**config.mk**
```make
export PLATFORM = sky130hd
export DESIGN_NAME = hdmi_packet_sender
export DESIGN_NICKNAME = d
export VERILOG_FILES = /design/src/rtl/hdmi_packet_sender.sv
export SDC_FILE = /design/constraint.sdc
export NUM_CORES = 1
export LEC_CHECK = 0
export BUFFER_PORTS_ARGS = -buffer_cell sky130_fd_sc_hd__buf_2
export CAP_MARGIN = 25
export CORE_MARGIN = 5
export CORE_UTILIZATION = 30
export CTS_CLUSTER_SIZE = 24
export DETAILED_ROUTE_END_ITERATION = 6
export GPL_ROUTABILITY_DRIVEN = 0
export PLACE_DENSITY = 0.52
export SYNTH_ARGS = -nofsm -noshare
export SYNTH_HDL_FRONTEND = slang
export SYNTH_SLANG_ARGS = --single-unit
```
**constraint.sdc**
```tcl
create_clock -name clock -period 12.65 [get_ports clock]
set_clock_uncertainty 0.05 [all_clocks]
set_input_delay 0 -clock clock [delete_from_list [all_inputs] [get_ports clock]]
set_output_delay 0 -clock clock [all_outputs]
set_load 0.02 [all_outputs]
```
**src/rtl/hdmi_packet_sender.sv**
```systemverilog
// HDMI data-island packet sender: builds ACR / audio / AVI / null packets, waits for a blanking
// window, and streams preamble, guard bands and the 32-clock data period as TERC4 nibbles.
module hdmi_packet_sender #(
    parameter int unsigned PREAMBLE_LEN   = 8,
    parameter int unsigned AUDIO_CHANNELS = 2
) (
    input  logic        clock,
    input  logic        reset,
    input  logic        packet_needed,
    input  logic        audio_regen,
    input  logic        audio_info,
    input  logic        video_info,
    input  logic [19:0] cts,
    input  logic [19:0] n,
    input  logic [6:0]  vic,
    input  logic        hsync,
    input  logic        vsync,
    input  logic        island_ok,
    output logic        packet_sent,
    output logic        preamble,
    output logic        guard,
    output logic        data_island,
    output logic [3:0]  ch0_nibble,
    output logic [3:0]  ch1_nibble,
    output logic [3:0]  ch2_nibble
);

    typedef enum logic [2:0] {
        StIdle,
        StWait,
        StPreamble,
        StLeadGuard,
        StData,
        StTrailGuard,
        StDone
    } state_e;

    localparam logic [4:0] PreLast = 5'(PREAMBLE_LEN - 1);

    function automatic logic [7:0] ecc_step(input logic [7:0] ecc, input logic bit_i);
        return (ecc >> 1) ^ (((ecc[0] ^ bit_i) == 1'b1) ? 8'h83 : 8'h00);
    endfunction

    state_e            state_q, state_d;
    logic [4:0]        cnt_q, cnt_d;
    logic              armed_q, armed_d;
    logic [23:0]       hdr_q, hdr_d;
    logic [7:0]        hdr_ecc_q, hdr_ecc_d;
    logic [3:0][55:0]  sp_q, sp_d;
    logic [3:0][7:0]   sp_ecc_q, sp_ecc_d;

    logic [23:0]       build_hb;
    logic [3:0][55:0]  build_sp;
    logic [13:0][7:0]  pb;
    logic [7:0]        csum;
    logic              hdr_bit;

    // Packet image for the currently selected type; only sampled when leaving IDLE.
    always_comb begin
        build_hb = '0;
        build_sp = '0;
        pb       = '0;
        csum     = '0;
        if (audio_regen) begin
            build_hb = {8'h00, 8'h00, 8'h01};
            for (int i = 0; i < 4; i++) begin
                build_sp[i] = {n[7:0], n[15:8], {4'h0, n[19:16]},
                               cts[7:0], cts[15:8], {4'h0, cts[19:16]}, 8'h00};
            end
        end else if (audio_info || video_info) begin
            if (audio_info) begin
                build_hb = {8'h0A, 8'h01, 8'h84};
                pb[1]    = 8'(AUDIO_CHANNELS - 1);
            end else begin
                build_hb = {8'h0D, 8'h02, 8'h82};
                pb[1]    = 8'h10;
                pb[2]    = 8'h08;
                pb[4]    = {1'b0, vic};
            end
            csum = build_hb[7:0] + build_hb[15:8] + build_hb[23:16];
            for (int i = 1; i < 14; i++) begin
                csum = csum + pb[i];
            end
            pb[0]       = 8'h00 - csum;
            build_sp[0] = pb[6:0];
            build_sp[1] = pb[13:7];
        end
    end

    always_comb begin
        state_d     = state_q;
        cnt_d       = cnt_q;
        armed_d     = armed_q;
        hdr_d       = hdr_q;
        hdr_ecc_d   = hdr_ecc_q;
        sp_d        = sp_q;
        sp_ecc_d    = sp_ecc_q;
        hdr_bit     = 1'b0;
        packet_sent = 1'b0;
        preamble    = 1'b0;
        guard       = 1'b0;
        data_island = 1'b0;
        ch0_nibble  = 4'h0;
        ch1_nibble  = 4'h0;
        ch2_nibble  = 4'h0;

        unique case (state_q)
            StIdle: begin
                if (armed_q && packet_needed) begin
                    hdr_d     = build_hb;
                    hdr_ecc_d = '0;
                    sp_d      = build_sp;
                    sp_ecc_d  = '0;
                    state_d   = StWait;
                end
            end
            StWait: begin
                if (island_ok) begin
                    cnt_d   = '0;
                    state_d = StPreamble;
                end
            end
            StPreamble: begin
                preamble = 1'b1;
                cnt_d    = cnt_q + 5'd1;
                if (cnt_q == PreLast) begin
                    cnt_d   = '0;
                    state_d = StLeadGuard;
                end
            end
            StLeadGuard: begin
                guard = 1'b1;
                cnt_d = cnt_q + 5'd1;
                if (cnt_q == 5'd1) begin
                    cnt_d   = '0;
                    state_d = StData;
                end
            end
            StData: begin
                data_island = 1'b1;
                cnt_d       = cnt_q + 5'd1;
                if (cnt_q == 5'd31) begin
                    cnt_d   = '0;
                    state_d = StTrailGuard;
                end
                // Header: 24 data bits then the parity byte drains out LSB first.
                if (cnt_q < 5'd24) begin
                    hdr_bit   = hdr_q[0];
                    hdr_d     = hdr_q >> 1;
                    hdr_ecc_d = ecc_step(hdr_ecc_q, hdr_q[0]);
                end else begin
                    hdr_bit   = hdr_ecc_q[0];
                    hdr_ecc_d = hdr_ecc_q >> 1;
                end
                ch0_nibble = {(cnt_q != 5'd0), hdr_bit, vsync, hsync};
                // Subpackets: two bits per clock, 56 data bits then the parity byte.
                for (int i = 0; i < 4; i++) begin
                    if (cnt_q < 5'd28) begin
                        ch1_nibble[i] = sp_q[i][0];
                        ch2_nibble[i] = sp_q[i][1];
                        sp_d[i]       = sp_q[i] >> 2;
                        sp_ecc_d[i]   = ecc_step(ecc_step(sp_ecc_q[i], sp_q[i][0]), sp_q[i][1]);
                    end else begin
                        ch1_nibble[i] = sp_ecc_q[i][0];
                        ch2_nibble[i] = sp_ecc_q[i][1];
                        sp_ecc_d[i]   = sp_ecc_q[i] >> 2;
                    end
                end
            end
            StTrailGuard: begin
                guard = 1'b1;
                cnt_d = cnt_q + 5'd1;
                if (cnt_q == 5'd1) begin
                    cnt_d   = '0;
                    state_d = StDone;
                end
            end
            StDone: begin
                packet_sent = 1'b1;
                armed_d     = 1'b0;
                state_d     = StIdle;
            end
            default: state_d = StIdle;
        endcase

        // A request still held after completion must drop before it can be served again.
        if (!packet_needed) begin
            armed_d = 1'b1;
        end
    end

    always_ff @(posedge clock or posedge reset) begin
        if (reset) begin
            state_q   <= StIdle;
            cnt_q     <= '0;
            armed_q   <= 1'b1;
            hdr_q     <= '0;
            hdr_ecc_q <= '0;
            sp_q      <= '0;
            sp_ecc_q  <= '0;
        end else begin
            state_q   <= state_d;
            cnt_q     <= cnt_d;
            armed_q   <= armed_d;
            hdr_q     <= hdr_d;
            hdr_ecc_q <= hdr_ecc_d;
            sp_q      <= sp_d;
            sp_ecc_q  <= sp_ecc_d;
        end
    end

endmodule

```
# [After elaboration in Yosys (flattened, before gate mapping)]
# Cells that the tools add are included.
[word_totals] reg_bits=297 inputBits=56 output_inout_bits=16
[op_classes] addsub=7 order_cmp=2 n_eq_ne=18 n_mux=74 bitwise=18 reduce_logical=12
[ops] operator="$pmux 224 s2" count=1
[ops] operator="$mux 112" count=2
[ops] operator="$mux 224" count=1
[ops] operator="$mux 56" count=4
[ops] operator="$mux 8" count=21
[ops] operator="$mux 24" count=6
[ops] operator="$xor 7x8->8" count=9
[ops] operator="$pmux 32 s2" count=1
[ops] operator="$pmux 24 s2" count=1
[ops] operator="$add 8x8->8" count=5
[ops] operator="$mux 40" count=1
[ops] operator="$mux 32" count=1
[ops] operator="$mux 5" count=5
[ops] operator="$pmux 5 s4" count=1
[ops] operator="$mux 19" count=1
[ops] operator="$mux 3" count=6
[ops] operator="$pmux 3 s6" count=1
[ops] operator="$mux 4" count=4
[ops] operator="$ne 2x2->1 const B" count=8
[ops] operator="$pmux 8 s2" count=1
[ops] operator="$mux 1" count=15
[ops] operator="$lt 5x5->1 const B" count=2
[ops] operator="$eq 3x3->1 const B" count=3
[ops] operator="$xor 1x1->1" count=9
[ops] operator="other kinds (19)" count=22

# [Logic depth before layout (Yosys ltp)]
[depth] ltp_word=13 mapped_depth=11

# [Least setup slack after synthesis]
# No wires, ideal clock.
[synth_timing] path_type="input port to flip-flop" start="input port audio_info" end="register sp_q[7] (netlist bit)" setup_ps=67 t_arrival_ps=2450 required_ps=12533 slack_ps=10083 path_stages=11 n_path_buf=2 path_cell_list="clkbuf_1 > buf_1 > or2_2 > ha_1 > inv_1 > ha_1 > ha_1 > or3_1 > o221a_2 > a2111oi_0 > o32a_1"
[synth_via] elab_chain_len=13 elab_cells_between_ends=23 cone_classes="add/sub (6); mux (16); reduce/logical (1)"
[synth_rtl] item="from (decl)" line="11" source="input logic audio_info,"
[synth_rtl] item="$mux 19" line="71" source="if (audio_info) begin"
[synth_rtl] item="$mux 24" line="70" source="end else if (audio_info || video_info) begin"
[synth_rtl] item="$mux 24" line="64" source="if (audio_regen) begin"
[synth_rtl] item="$add 8x8->8 (2 in series)" line="80" source="csum = build_hb[7:0] + build_hb[15:8] + build_hb[23:16];"
[synth_rtl] item="$add 8x8->8 (3 in series)" line="82" source="csum = csum + pb[i];"
[synth_rtl] item="$sub 1x8->8" line="84" source="pb[0] = 8'h00 - csum;"
[synth_rtl] item="$mux 40 (*)" line="70"
[synth_rtl] item="$mux 112 (*)" line="64"
[synth_rtl] item="$mux 224 (*)" line="109" source="if (armed_q && packet_needed) begin"
[synth_rtl] item="$pmux 224 s2 (*)" line="107" source="unique case (state_q)"
[synth_rtl] item="to (signal assigned)" line="207" source="sp_q <= sp_d;"
[synth_rtl] item="to (decl)" line="49" source="logic [3:0][55:0] sp_q, sp_d;"
# Mark *: on every way between the ends. The rest lies on a longest branch, timed or not. The select of a mux whose other input is x is not followed.
# A chain may end at the register's enable or synchronous reset.

# [Worst setup path after layout]
[layout_timing] start="register state_q[2]" end="register sp_q[34] (netlist bit)"
[layout_via] elab_chain_len=3 elab_cells_between_ends=7 cone_classes="eq/ne (3); mux (1); reduce/logical (3)"
[layout_rtl] item="from (decl)" line="44" source="state_e state_q, state_d;"
[layout_rtl] item="from (signal assigned)" line="194" source="state_q <= StIdle;"
[layout_rtl] item="from (signal assigned)" line="202" source="state_q <= state_d;"
[layout_rtl] item="$eq 3x3->1 or $logic_not 3->1 (tied branches)" line="107"
[layout_rtl] item="$ne 2x2->1 (no source line) or $reduce_bool 2->1 (tied branches)"
[layout_rtl] item="$reduce_and 3->1 (no source line)"
# Parallel ways exist; a longest one is shown, timed or not.

==> reports/metrics.yaml <==
most-common-layout-cells: "nand2_1, dfrtp_1, nor2_1"
grt_max_degree: 108
timing.fmax_ghz: 0.274
tritoncts: "done"
p_int_uw: 844
maximum_fanout_count_along_the_critical_path: 76
final-setup-viol-count: 0
tritoncts.num_buffers: 17
asyncSetResetFlopFracSynth_pct: 100
clock_insertion_delay_worst_skew_ns: 0.43
run_status: "finished, final reports clean"
worstHoldEndpoint: "sp_q[36]$_DFFE_PP0P_"
synth_edf_count: 0
gr-max-usage-layer: "met2"
drt-pass1-iter-count: 5
timing.max_cap.violations: 0
worst_r2r_endpoint: "sp_q[34]$_DFFE_PP0P_"
fp.coreArea_mm2: 0.0261
die_y_um: 173
holdCritPathClass: "primary input to flip-flop"
post_synthesis_net_count: 957
rows: 59
r2r_setup_slack_ns: 9.01
finalMaxSlewViolations: 0
antenna_violating_nets_post_route: 0
postSynthRegisterBits: 164
post_synth_inst_count: 887
layout.nets: 1032
die_w_um: 173
post-place-ws_ns: 8.99
hold_depth: 5
critical_path.top_delay_family: "buffers and inverters"
post-synth-top-area-cell: "dfrtp_1"
finalHoldViolCount: 0
area_growth_pct: 19.8
detail_route.iter0.violations: 432
start_util_pct: 30.6
finalSetupTns_ns: 0
yosys_warnings: 0
critical_path_arrival_ns: 3.95
pwr-share-clk_pct: 48.0
grt.met2_usage_pct: 20.6
drc: 0
total_power_density_per_cell_area_mw_per_mm2: 115
num_vias: 6405
series_of_cell_instances_along_the_critical_path: "or3b_4 -> buf_4 -> inv_4 -> nor4b_2 -> buf_4 -> nand2_1 -> a21oi_1 -> dlygate4sd3_1"
hold_start: "vic[4]"
total_leakage_power_uw: 0.00461
buffer_ports.inserted: 71
timing.critical_path.slowest_cell_delay_ns: 0.60
max_transition_margin_pct: 39.1
synthesis.area_mm2: 0.00799
layout-drive-gt1-share_pct: 13.1
finalWorstSetupSlack_ns: 9.01
switching_share_pct: 23.5
io-pin-count: 72
synthDominantCellAreaShare_pct: 51.0
cts-resized-gates: 0
cpMaxStageDelayCell: "buf_4"
post-route-min-period_ns: 3.64
global_route.overflow_total: 0
gr-usage-met1_pct: 19.6
clock_root_buffer: "clkbuf_16"
p_switching_uw: 259
first_global_vias: 6333
post_synth_num_cell_types: 57
final_cell_area_mm2: 0.00957
fin_crit_sh_pct: 28.8
cell_depth_of_the_worst_flop_to_flop_path: 8
clkSlewWorstSetupHoldPaths_ns: 0.07
antenna_found_initial: 0
comb_power_share_pct: 4.5
cell_repeated_most_along_the_worst_path: "buf_4"
synth_ff_type: "dfrtp_1"
die_area_mm2: 0.0300
placed_cell_area_mm2: 0.00846
timing_worst_slew_pin_value_ns: 0.913
cts.sink_count: 164
final_common_cell: "nand2_1"
h-tree-depth: 4
worst_setup_path_start_kind: "flip-flop"
syn-mean-instance-area_um2: 9.01
critical_path.reg2reg.startpoint: "state_q[2]$_DFFE_PP0P_"
detailed_place_hpwl_mm: 12.0
diodes: 0
wl_mm: 19.6
grt_setup_unrepaired: "false"
flop_pwr_share_pct: 47.5
grtUsageMet3_pct: 2.40
cp-end-kind: "flip-flop"
netlist_top_cells_area: "dfrtp_1, nand2_1, nor2_1"
ys_seq_area_share_pct: 51.4
whs_ns: 0.00773
routed_wire_length_per_instance_um: 14.9
finish.utilization_pct: 36.6
vias_per_cell: 4.89
grtUsageTotal_pct: 13.4
critical_path_required_ns: 12.96
cts_max_path_buffers: 2
max-vdd-ir-drop_v: 0.0000771
cp_num_buf_inv: 4
crit_path_kind: "flip-flop to flip-flop"
global_route_wire_length_before_repair_mm: 33.6
[per-layer routing]
layer	share of wire, %	wire [um]	vias up
met3	2.6	516	16
met2	46	8950	95
met4	0.92	180	0
met5	0	0	-
met1	51	9930	3082
li1	-	-	3212
[power groups by stage]
stage	clock [uW]	sequential, uW	combinational (uW)
2_1_floorplan	0	534	20.2
5_1_grt	568	524	56.5
4_1_cts	544	524	51.4
3_5_place_dp	0	534	39.7
3_3_place_gp	0	534	39.8
6_report	529	524	49.6
[flip-flops by register name, indices dropped and copies added, names as in the netlist]
register / count
cnt_q: 5
state_q: 3
armed_q: 1
sp_q: 95
sp_ecc_q: 32
hdr_q: 20
hdr_ecc_q: 8
[Yosys cell counts, drive strengths merged, types with 4 or more instances]
library cell and count:
a21oi 27, a221oi 43, a22o 6, a22oi 5, a31oi 18, and2 6
buf 43, clkbuf 30, dfrtp 163, ha 14, inv 10, nand2 185
nand2b 5, nand3 46, nor2 128, nor3 4, o211ai 4, o21a 4
o21ai 62, o22ai 8, xnor2 13, xor2 11
[final cells by class]
| cell class | instances | area (um2) |
|---|---|---|
| flip-flops and latches | 164 | 4110 |
| clock buffers | 17 | 425 |
| repair buffers | 129 | 933 |
| fillers | 2709 | 16600 |
| well taps | 335 | 419 |
| inverters | 10 | 45.0 |
| clock inverters | 15 | 170 |
| multi-input cells | 640 | 3480 |
[kinds of logic after synthesis]
group	share of synthesized area, %
AO/OA/AOI/OAI	16.9
XOR/XNOR	2.63
adder cells (fa/ha/maj)	2.19
buffers and inverters	5.18
flip-flops	51.4
multiplexers	0.799
AND/OR/NAND/NOR	20.9
[worst max-delay path by stage]
stage | start | to | slack [ns] | cells past startpoint
6_report | state_q[2]$_DFFE_PP0P_ | sp_q[34]$_DFFE_PP0P_ | 9.01 | 8
5_1_grt | state_q[0]$_DFFE_PP0P_ | sp_q[34]$_DFFE_PP0P_ | 8.70 | 8
2_1_floorplan | reset | cnt_q[0]$_DFFE_PP0P_ | 8.17 | 1
3_3_place_gp | state_q[0]$_DFFE_PP0P_ | sp_q[7]$_DFFE_PP0P_ | 8.96 | 6
4_1_cts | state_q[0]$_DFFE_PP0P_ | sp_q[34]$_DFFE_PP0P_ | 8.77 | 7
3_5_place_dp | state_q[0]$_DFFE_PP0P_ | sp_q[7]$_DFFE_PP0P_ | 8.99 | 6
[tightest hold or removal path, delay by kind of cell]
family | cells | cell delay (ns)
simple gates | 2 | 0.17
compound gates | 1 | 0.10
buf+inv | 2 | 0.18
[through the flow]
stage | power, uW | instances
floorplan | 555 | 887
global placement | 574 | 1227
detailed placement | 574 | 1228
CTS | 1120 | 1309
global route | 1150 | 1310
finish | 1100 | 1310
[what timing repair did]
action,CTS,global route
buffers inserted,0,0
hold endpoints to repair,165,0
hold buffers,49,0
No activity file was read; power rests on OpenSTA's default activity.
